<file path="src/rtl/spi_clkdiv.sv">
// Half-period tick generator for the DAC serial clock.
// Counts clk cycles while enabled and pulses tick on every CLK_DIV-th cycle.
module spi_clkdiv #(
  parameter int CLK_DIV = 1
) (
  input  logic clk,
  input  logic rst_n,
  input  logic en,
  output logic tick
);

  localparam logic [7:0] DIV_LAST = 8'(CLK_DIV - 1);

  logic [7:0] count;

  always_ff @(posedge clk or negedge rst_n) begin
    if (!rst_n) begin
      count <= '0;
    end else if (!en || count == DIV_LAST) begin
      count <= '0;
    end else begin
      count <= count + 8'd1;
    end
  end

  assign tick = en && (count == DIV_LAST);

endmodule

</file>
<file path="src/rtl/dacspi.sv">
// Mode-0 SPI transmitter for a DAC, fed from a fifo-style valid/ack source.
// One frame per accepted word: MSB-first shift, a CLK_DIV hold, then a CS_GAP idle gap.
module dacspi #(
  parameter int DATA_WIDTH = 16,
  parameter int CLK_DIV    = 1,
  parameter int CS_GAP     = 2
) (
  input  logic                  clk,
  input  logic                  rst_n,
  input  logic [DATA_WIDTH-1:0] data,
  input  logic                  valid,
  output logic                  ack,
  output logic                  busy,
  output logic                  cs_n,
  output logic                  sclk,
  output logic                  mosi,
  output logic [1:0]            fsm_state
);

  typedef enum logic [1:0] {
    IDLE  = 2'd0,
    SHIFT = 2'd1,
    HOLD  = 2'd2,
    GAP   = 2'd3
  } state_t;

  localparam int              BW       = (DATA_WIDTH > 1) ? $clog2(DATA_WIDTH) : 1;
  localparam logic [BW-1:0]   BIT_LAST = BW'(DATA_WIDTH - 1);
  localparam logic [7:0]      GAP_LAST = 8'(CS_GAP - 1);

  state_t                  st, st_nx;
  logic [DATA_WIDTH-1:0]   shreg, shreg_nx, shifted;
  logic [BW-1:0]           bitcnt, bitcnt_nx;
  logic [7:0]              gapcnt, gapcnt_nx;
  logic                    cs_n_nx, sclk_nx, mosi_nx, busy_nx, ack_nx;
  logic                    tick;

  spi_clkdiv #(.CLK_DIV(CLK_DIV)) u_clkdiv (
    .clk   (clk),
    .rst_n (rst_n),
    .en    (st == SHIFT || st == HOLD),
    .tick  (tick)
  );

  assign shifted   = shreg << 1;
  assign fsm_state = st;

  // Handshake: a word is taken on any IDLE edge with valid high; ack pulses for
  // exactly the following cycle so it can drive a fifo read strobe directly.
  always_comb begin
    st_nx     = st;
    shreg_nx  = shreg;
    bitcnt_nx = bitcnt;
    gapcnt_nx = gapcnt;
    cs_n_nx   = cs_n;
    sclk_nx   = sclk;
    mosi_nx   = mosi;
    busy_nx   = busy;
    ack_nx    = 1'b0;
    case (st)
      IDLE: begin
        if (valid) begin
          st_nx     = SHIFT;
          shreg_nx  = data;
          mosi_nx   = data[DATA_WIDTH-1];
          bitcnt_nx = BIT_LAST;
          cs_n_nx   = 1'b0;
          busy_nx   = 1'b1;
          ack_nx    = 1'b1;
        end
      end
      SHIFT: begin
        if (tick) begin
          if (!sclk) begin
            sclk_nx = 1'b1;
          end else begin
            // Falling sclk ends a bit; the last bit leaves SHIFT instead of wrapping.
            sclk_nx = 1'b0;
            if (bitcnt == '0) begin
              mosi_nx = 1'b0;
              st_nx   = HOLD;
            end else begin
              shreg_nx  = shifted;
              mosi_nx   = shifted[DATA_WIDTH-1];
              bitcnt_nx = bitcnt - 1'b1;
            end
          end
        end
      end
      HOLD: begin
        if (tick) begin
          cs_n_nx   = 1'b1;
          gapcnt_nx = GAP_LAST;
          st_nx     = GAP;
        end
      end
      GAP: begin
        if (gapcnt == '0) begin
          busy_nx = 1'b0;
          st_nx   = IDLE;
        end else begin
          gapcnt_nx = gapcnt - 8'd1;
        end
      end
      default: st_nx = IDLE;
    endcase
  end

  always_ff @(posedge clk or negedge rst_n) begin
    if (!rst_n) begin
      st     <= IDLE;
      shreg  <= '0;
      bitcnt <= '0;
      gapcnt <= '0;
      cs_n   <= 1'b1;
      sclk   <= 1'b0;
      mosi   <= 1'b0;
      busy   <= 1'b0;
      ack    <= 1'b0;
    end else begin
      st     <= st_nx;
      shreg  <= shreg_nx;
      bitcnt <= bitcnt_nx;
      gapcnt <= gapcnt_nx;
      cs_n   <= cs_n_nx;
      sclk   <= sclk_nx;
      mosi   <= mosi_nx;
      busy   <= busy_nx;
      ack    <= ack_nx;
    end
  end

endmodule

</file>
<file path="config.mk">
export PLATFORM = sky130hd
export DESIGN_NAME = dacspi
export DESIGN_NICKNAME = d
export VERILOG_FILES = /design/src/rtl/spi_clkdiv.sv /design/src/rtl/dacspi.sv
export SDC_FILE = /design/constraint.sdc
export NUM_CORES = 1
export LEC_CHECK = 0
export BUFFER_PORTS_ARGS = -buffer_cell sky130_fd_sc_hd__buf_2
export CAP_MARGIN = 40
export CORE_MARGIN = 4
export CORE_UTILIZATION = 52
export DETAILED_ROUTE_END_ITERATION = 6
export PLACE_DENSITY = 0.72
export SLEW_MARGIN = 40
export SYNTH_ARGS = -nofsm -noshare
export SYNTH_HDL_FRONTEND = slang
export SYNTH_SLANG_ARGS = --single-unit
</file>
<file path="constraint.sdc">
create_clock -name clk -period 1.9 [get_ports clk]
set_input_delay 0.095 -clock clk [delete_from_list [all_inputs] [get_ports clk]]
set_output_delay 0.095 -clock clk [all_outputs]
set_load 0.05 [all_outputs]
</file>
## Word-level counts from Yosys, hierarchy flattened

Index checks and enable logic that the tools add are counted.
Widths: inputs -> output; s select.

| storage, ports and cells | value |
|---|---|
| logic and storage cells | 78 |
| input bits | 19 |
| flip-flop bits (word level) | 42 |

| cells by class | value |
|---|---|
| add/subtract/negate cells | 3 |
| reductions and logical operators | 19 |
| equality and inequality tests | 11 |
| muxes and demuxes | 35 |

Operators with widths:

| kind | count |
|---|---|
| $mux 15 | 4 |
| $pmux 15 s2 | 1 |
| $mux 8 | 3 |
| $logic_not 8->1 | 2 |
| $mux 4 | 4 |
| $pmux 8 s2 | 1 |
| $ne 2x2->1 const B | 7 |
| $mux 2 | 6 |
| $mux 1 | 11 |
| $reduce_and 3->1 | 3 |
| $add 8x1->8 const B | 1 |
| $pmux 2 s4 | 1 |
| $pmux 4 s2 | 1 |
| $reduce_bool 2->1 | 4 |
| $sub 8x1->8 const B | 1 |
| $pmux 1 s2 | 3 |
| $reduce_and 6->1 | 1 |
| $reduce_and 5->1 | 1 |
| $eq 2x2->1 const B | 2 |
| $logic_not 4->1 | 1 |
| $reduce_and 4->1 | 1 |
| $sub 4x1->4 const B | 1 |
| $eq 2x1->1 const B | 1 |
| $logic_not 2->1 | 1 |
| 5 further kinds | 6 |

## Logic depth before layout (Yosys ltp)

Gate-level depths: netlist of run 1.

| logic depth | value |
|---|---|
| depth in word-level cells | 5 |
| mapped depth | 8 |
| depth with buffers taken out | 7 |

## Hierarchy

From an unflattened synthesis of run 1, not the netlist that was laid out.

| unflattened totals | value |
|---|---|
| cells, all modules | 226 |
| area total of the unflattened synthesis | 2229.6 µm² |

By module, submodules not included:

| module | times used | cells an instance | area an instance (µm²) |
|---|---|---|---|
| dacspi | 1 | 184 | 1820.5 |
| spi_clkdiv | 1 | 42 | 409.1 |

## Worst setup path before layout of run 1

OpenSTA, ideal clock, no wires.

| path | value |
|---|---|
| path kind | reg2reg |
| from | register st[0], in the netlist fsm_state[0] |
| to | register mosi |
| path slack | -0.416 ns |
| cell stages (with the launch flop) | 9 |
| data arrival time | 2.191 ns |
| buffers on the path | 1 |
| required time | 1.775 ns |
| library setup time | 0.125 ns |
| cells stage by stage | dfrtp_1 inv_1 ha_1 and4bb_2 and2_1 buf_4 nand2_1 a21oi_1 mux2_2 |

| between the ends | value |
|---|---|
| cells in the longest elaborated chain, start to end | 5 |
| elaborated cells on any way between the ends | 11 |
| those cells by class | eq/ne (5); mux (1); reduce/logical (5) |

RTL lines:

| what | RTL line | RTL |
|---|---|---|
| start: declaration | dacspi.sv:31 | `state_t st, st_nx;` |
| start signal: assignment | dacspi.sv:121 | `st <= st_nx;` |
| $eq 2x1->1 / $eq 2x2->1 (equally long branches) | dacspi.sv:41, dacspi.sv:60 |  |
| $logic_or 1x1->1 | dacspi.sv:41 | `.en (st == SHIFT \|\| st == HOLD),` |
| $logic_and 1x1->1 | spi_clkdiv.sv:26 | `assign tick = en && (count == DIV_LAST);` |
| $ne 2x2->1 (no source line) | -- |  |
| $reduce_and 4->1 (no source line) | -- |  |
| end signal: assignment | dacspi.sv:127 | `mosi <= mosi_nx;` |
| end: declaration | dacspi.sv:16 | `output logic mosi,` |

Several ways; a longest one is shown, not always the timed one.
A chain may end at the register's enable or synchronous reset.

## Worst setup path in the final report of run 1

| path | value |
|---|---|
| from | register bitcnt[0] |
| to | register st[1], in the netlist fsm_state[1] |

| between the ends | value |
|---|---|
| cells in the longest elaborated chain, start to end | 3 |

RTL lines:

| what | RTL line | RTL |
|---|---|---|
| start: declaration | dacspi.sv:33 | `logic [BW-1:0] bitcnt, bitcnt_nx;` |
| start signal: assignment | dacspi.sv:123 | `bitcnt <= bitcnt_nx;` |
| $logic_not 4->1 | dacspi.sv:79 | `if (bitcnt == '0) begin` |
| $ne 2x1->1 (no source line) | -- |  |
| $reduce_and 6->1 (no source line) | -- |  |

Every way passes these cells.

==> results.yml, run 1 <==
floorplanning:
  dieArea_um2: 5490
  die_w_um: 74.1
  ios: 26
  start_util_pct: 55.2
  die_h_um: 74.1
  core_um2: 4120
  row_count: 23
detailed_routing:
  ant_nets: 0
  drt_first_pass_iters: 4
  vias_per_cell: 5.50
  drt-initial-drc-count: 107
  routed-via-count: 1855
  routed_wl_mm: 5.09
  routedWlPerCell_um: 15.1
  drc_errors: 0
worst_setup_path:
  cp-start-kind: "flop"
  end_kind: "flop"
  required_ns: 2.08
  timing.critical_path.from: "bitcnt[0]"
  critical_path_class: "flop to flop"
  worstPathArrival_ns: 2.11
  crit_chain: "inv_2 > ha_1 > or3b_1 > a221o_1 > nor2_4 > mux2_4"
  cpPeakStageDelay_ns: 0.39
  critPathBufInv: 1
  reg2reg_from: "bitcnt[0]"
  cpMaxStageDelayCell: "dfrtp_1"
  cp_max_fo: 2
  path_delay_family: "simple AND/OR/NAND/NOR gates"
global_route:
  grt_pass1_wl_mm: 8.46
  met2_usage_pct: 31.9
  grt_max_degree: 27
  grt_usage_pct: 20.2
  grt_pass1_vias: 1842
  antenna_found_initial: 0
  gr-usage-met3_pct: 4.86
  grt.busiest_layer: "met2"
  gr-total-overflow: 0
  grtUsageMet1_pct: 27.0
clock_tree:
  clock_sinks: 42
  clock_latency_ns: 0.30
  cts_buffers: 5
  clkTransAtPathRegs_ns: 0.09
  htreeDepth: 2
  clockRootBuffer: "clkbuf_8"
  cts.path.max_buffers: 2
  cts_tree: "done"
synth:
  ys.flop_type: "dfrtp_1"
  syn_area_um2: 2270
  async_flop_share_pct: 100
  synth_cell_types: 40
  yosysWarnings: 0
  synth_area_leaders: "dfrtp_1 45%, mux2i_1 7.9%, nor2_1 6.4%"
  yosysMostFrequentCell: "dfrtp_1"
  synth.cells.most_frequent: "41 x dfrtp_1, 39 x nor2_1, 20 x a21oi_1"
  synth_top_cell_area_share_pct: 45.1
  yosysSeqAreaShare_pct: 46.3
  synth_seq_cells: 42
  syn_area_per_cell_um2: 9.97
  postSynthCellCount: 228
  synth_edf_count: 0
  synth_area_leader_cell: "dfrtp_1"
  synthesis.nets: 256
sta:
  period_share_pct: 102
  period_needed_ns: 1.93
  setup_slack_ns: -0.0325
  fmax_ghz: 0.517
  final-hold-violation-count: 0
  rsz0062_at_grt: "true"
  finalSetupViolCount: 1
  final_max_slew_viol_count: 0
  clock_skew_ns: 0.00952
  worst_slew_pin_slew_ns: 0.603
  slew_headroom_pct: 59.8
  whs_ns: 0.0413
power_and_ir_drop:
  p_total_mw: 6.16
  peakVddDrop_v: 0.00102
  combinationalPowerShare_pct: 63.9
  power-per-cell-area_nw_per_um2: 2020
  p_sw_share_pct: 42.5
  p_clk_share_pct: 11.5
  switchingPower_mw: 2.62
  p_leak_nw: 1.38
  p_seq_share_pct: 24.6
  p_int_mw: 3.55
hold_path:
  min-delay-start: "data[0]"
  hold_path_class: "input port to flop"
finish:
  antenna_cells: 0
  synthToLayoutAreaGrowth_pct: 34.0
  layout-drive-gt1-share_pct: 39.0
  fin_nets: 314
  fin_util_pct: 74.0
  fill_cells: 280
  ff_latch_area_um2: 1050
  final_area_um2: 3050
  multi_input_area_um2: 1290
status:
  outcome: "finished, violations left"
  violations: "setup timing"
placement:
  dp_hpwl_mm: 3.44
  io_buffer_count: 25
  gp_congestion: 0.815
  placed_cell_area_um2: 2640
job:
  maxCapViolCount: 0
[sequential cells by signal, indices dropped and copies added, names as in the netlist]
register	count
busy	1
sclk	1
u_clkdiv.count	8
bitcnt	4
gapcnt	8
shreg	15
cs_n	1
ack	1
fsm_state	2
mosi	1
[layout by cell type, fill, tap and decap left out, types with 3 or more instances in the layout]
master and count:
buf_6 5, a21oi_2 7, dfrtp_1 39, buf_2 25, mux2i_1 18, ha_1 7
nor2_1 32, a21oi_1 13, nand2_1 7, buf_4 25, xnor2_1 9, nor2_2 5
o21ai_0 3, inv_1 9, nand3_1 9, and3_1 5, clkbuf_8 5, xor2_1 4
nor3_2 4
[power groups by stage]
stage / clock [mW] / sequential (mW) / combinational (mW)
floorplan: 0 / 1.73 / 1.96
global placement: 0 / 1.50 / 2.87
detailed placement: 0 / 1.51 / 2.95
CTS: 0.729 / 1.50 / 3.45
global route: 0.770 / 1.56 / 4.26
finish: 0.708 / 1.52 / 3.94
[tightest hold or removal path: stages]
cell	delay, ns
buf_2	0.08
nand3_1	0.07
o21ai_0	0.07
[cells by family after synthesis]
| logic type | count (synthesis) | synth area share, % |
|---|---|---|
| and+or+nand+nor | 83 | 18.9 |
| DFF | 42 | 46.3 |
| adders and majority gates | 9 | 4.95 |
| xor gates and xnor gates | 13 | 5.01 |
| AOI/OAI and AO/OA | 38 | 11.0 |
| muxes | 21 | 9.41 |
| buffers and inverters | 22 | 4.51 |
[worst paths after layout]
check	to	slack, ns	depth (start not counted)
setup / recovery	fsm_state[1]	-0.03	6
hold / removal	shreg[0]	0.04	3
setup reg to reg	fsm_state[1]	-0.03	6
hold reg to reg	mosi	0.52	1
max in group asynchronous	u_clkdiv.count[3]	1.07	3
min in group asynchronous	sclk	0.33	2
[layout make-up]
type	count	area share (%)
Clock inverter	3	1.44
Clock buffer	5	2.26
Multi-Input combinational cell	164	42.3
Sequential cell	42	34.6
Inverter	13	1.77
Tap cell	50	2.05
Timing Repair Buffer	60	15.6
[metrics by stage]
step | setup slack (ns) | TNS, ns | instances
3_5_place_dp | -0.114 | -0.177 | 315
5_1_grt | -0.0877 | -0.655 | 337
6_report | -0.0325 | -0.0325 | 337
2_1_floorplan | -0.143 | -1.45 | 228
3_3_place_gp | -0.00617 | -0.00617 | 315
4_1_cts | -0.0142 | -0.0375 | 332
[routing by layer]
layer	vias to the layer above	share of wire (%)	wire [µm]
met2	47	47	2400
li1	907	-	-
met4	0	2.2	110
met1	889	46	2350
met3	12	4.6	236
met5	-	0	0
[what timing repair did]
action	in CTS	in global routing
cloned	2	0
pin swaps	3	10
setup buffers	6	5
setup endpoints to repair	10	28
gates resized for setup	7	32
hold buffers	1	0
endpoints found under the hold margin	24	0
No activity file was read; power rests on OpenSTA's default activity.
==> inputs of run 2 (changes only) <==
- SETUP_SLACK_MARGIN: default -> 0.2
==> results.yml, run 2 (synthesis gave the netlist of run 1 again) <==
finish:
  largest_register_ffs: 15
  final_area_um2: 3020
  top_register: "shreg"
  fin_nets: 316
  synthToLayoutAreaGrowth_pct: 32.6
  antenna_cells: 0
  layout_commonest_cell: "dfrtp_1"
  largestRegisters: "shreg (15), gapcnt (8), u_clkdiv.count (8)"
  layout_common_cells: "39 x dfrtp_1, 37 x nor2_1, 30 x buf_4"
  fin_util_pct: 73.3
  fin_cells: 339
  layout-drive-gt1-share_pct: 38.1
worst_setup_path:
  end_kind: "flop"
  cp-start-kind: "flop"
  worstPathArrival_ns: 2.15
  r2r_cells: 8
  required_ns: 2.09
  cp_max_fo: 7
  critical_path_class: "flop to flop"
sta:
  period_share_pct: 103
  worst_slew_pin_slew_ns: 0.705
  slew_headroom_pct: 53.0
  fmax_ghz: 0.509
  setup_slack_ns: -0.0654
  finalSetupViolCount: 3
  final-hold-violation-count: 0
  final_max_slew_viol_count: 0
  rsz0062_at_grt: "true"
  clock_skew_ns: 0.0101
  period_needed_ns: 1.97
detailed_routing:
  drc_errors: 0
  routedWlPerCell_um: 15.9
  drt_first_pass_iters: 4
  vias_per_cell: 5.63
  drt-initial-drc-count: 106
  routed-via-count: 1910
  met2_length_mm: 2.67
  wl_met1_mm: 2.50
  ant_nets: 0
  highest_layer: "met4"
  routed_wl_mm: 5.38
  met3_length_um: 178
power_and_ir_drop:
  p_seq_share_pct: 25.7
  combinationalPowerShare_pct: 63.4
  p_sw_share_pct: 44.3
  p_int_mw: 3.30
  p_total_mw: 5.93
  p_leak_nw: 1.36
  peakVddDrop_v: 0.000917
  p_clk_share_pct: 10.8
  switchingPower_mw: 2.63
  power-per-cell-area_nw_per_um2: 1970
clock_tree:
  clock_sinks: 42
  cts_buffers: 5
  htreeDepth: 2
  clock_latency_ns: 0.30
  clkTransAtPathRegs_ns: 0.10
  cts_tree: "done"
  clockRootBuffer: "clkbuf_8"
  cts.path.max_buffers: 2
placement:
  gp_congestion: 0.828
  pre_cts_slack_ns: -0.0739
  io_buffer_count: 25
  placed_cell_area_um2: 2650
  placedCellCount: 314
  dp_hpwl_mm: 3.38
global_route:
  grt_pass1_vias: 1854
  grt_max_degree: 32
  gr-total-overflow: 0
  antenna_found_initial: 0
  grt_usage_pct: 20.2
  grt_pass1_wl_mm: 8.59
floorplanning:
  dieArea_um2: 5490
  ios: 26
  start_util_pct: 55.2
  die_w_um: 74.1
  row_count: 23
  die_h_um: 74.1
  core_um2: 4120
hold_path:
  min_path_cells: 3
  hold_path_class: "input port to flop"
job:
  maxCapViolCount: 0
status:
  outcome: "finished, violations left"
  violations: "setup timing"
[run 2: timing repair]
| action | CTS | global route |
|---|---|---|
| pin swaps | 5 | 9 |
| cloned | 1 | 0 |
| buffers inserted | 9 | 6 |
| gates resized for setup | 18 | 14 |
| endpoints found under the setup margin | 30 | 31 |
| endpoints found under the hold margin | 29 | 0 |
| hold buffers | 1 | 0 |
[run 2: final timing paths]
kind | start | endpoint | slack (ns)
min in group asynchronous | rst_n | gapcnt[3] | 0.37
worst max register to register | fsm_state[0] | gapcnt[7] | -0.07
worst min-delay path | data[0] | shreg[0] | 0.06
worst max-delay path | fsm_state[0] | gapcnt[7] | -0.07
worst min register to register | mosi | mosi | 0.52
max in group asynchronous | rst_n | shreg[9] | 0.91
[run 2: critical path, stage by stage (launching register included)]
cell      delay (ns)
dfrtp_2         0.43
inv_2           0.08
buf_4           0.11
ha_1            0.37
nor2b_2         0.13
a31oi_4         0.20
and4bb_1        0.27
xnor2_1         0.18
nor2_1          0.07
[run 2: power by group through the flow]
stage          combinational (mW)  sequential (mW)  clock, mW
3_3_place_gp                 2.87             1.51          0
3_5_place_dp                 2.94             1.53          0
5_1_grt                      4.05             1.56      0.678
4_1_cts                      3.49             1.51      0.638
2_1_floorplan                1.99             1.73          0
6_report                     3.76             1.52      0.643
[run 2: metrics by stage]
step | hold WS, ns | setup TNS (ns)
CTS | 0.0568 | 0
global placement | 0.172 | -0.00139
global route | 0.0798 | -1.34
detailed placement | 0.176 | -0.0739
floorplan | -0.201 | -1.52
finish | 0.0570 | -0.128
[run 2: final cells by class]
type | count | area (µm²)
clock buffers | 5 | 68.8
clock inverters | 3 | 28.8
fillers | 299 | 1100
inverters | 13 | 51.3
multi-input cells | 164 | 1300
flip-flops and latches | 42 | 1050
well taps | 50 | 62.6
repair buffers | 62 | 453
[run 2: per-layer routing]
layer / GRT usage [%] / vias up
li1: - / 914
met1: 27.1 / 950
met2: 33.7 / 42
met3: 3.24 / 4
met4: 6.04 / 0
met5: 0 / -
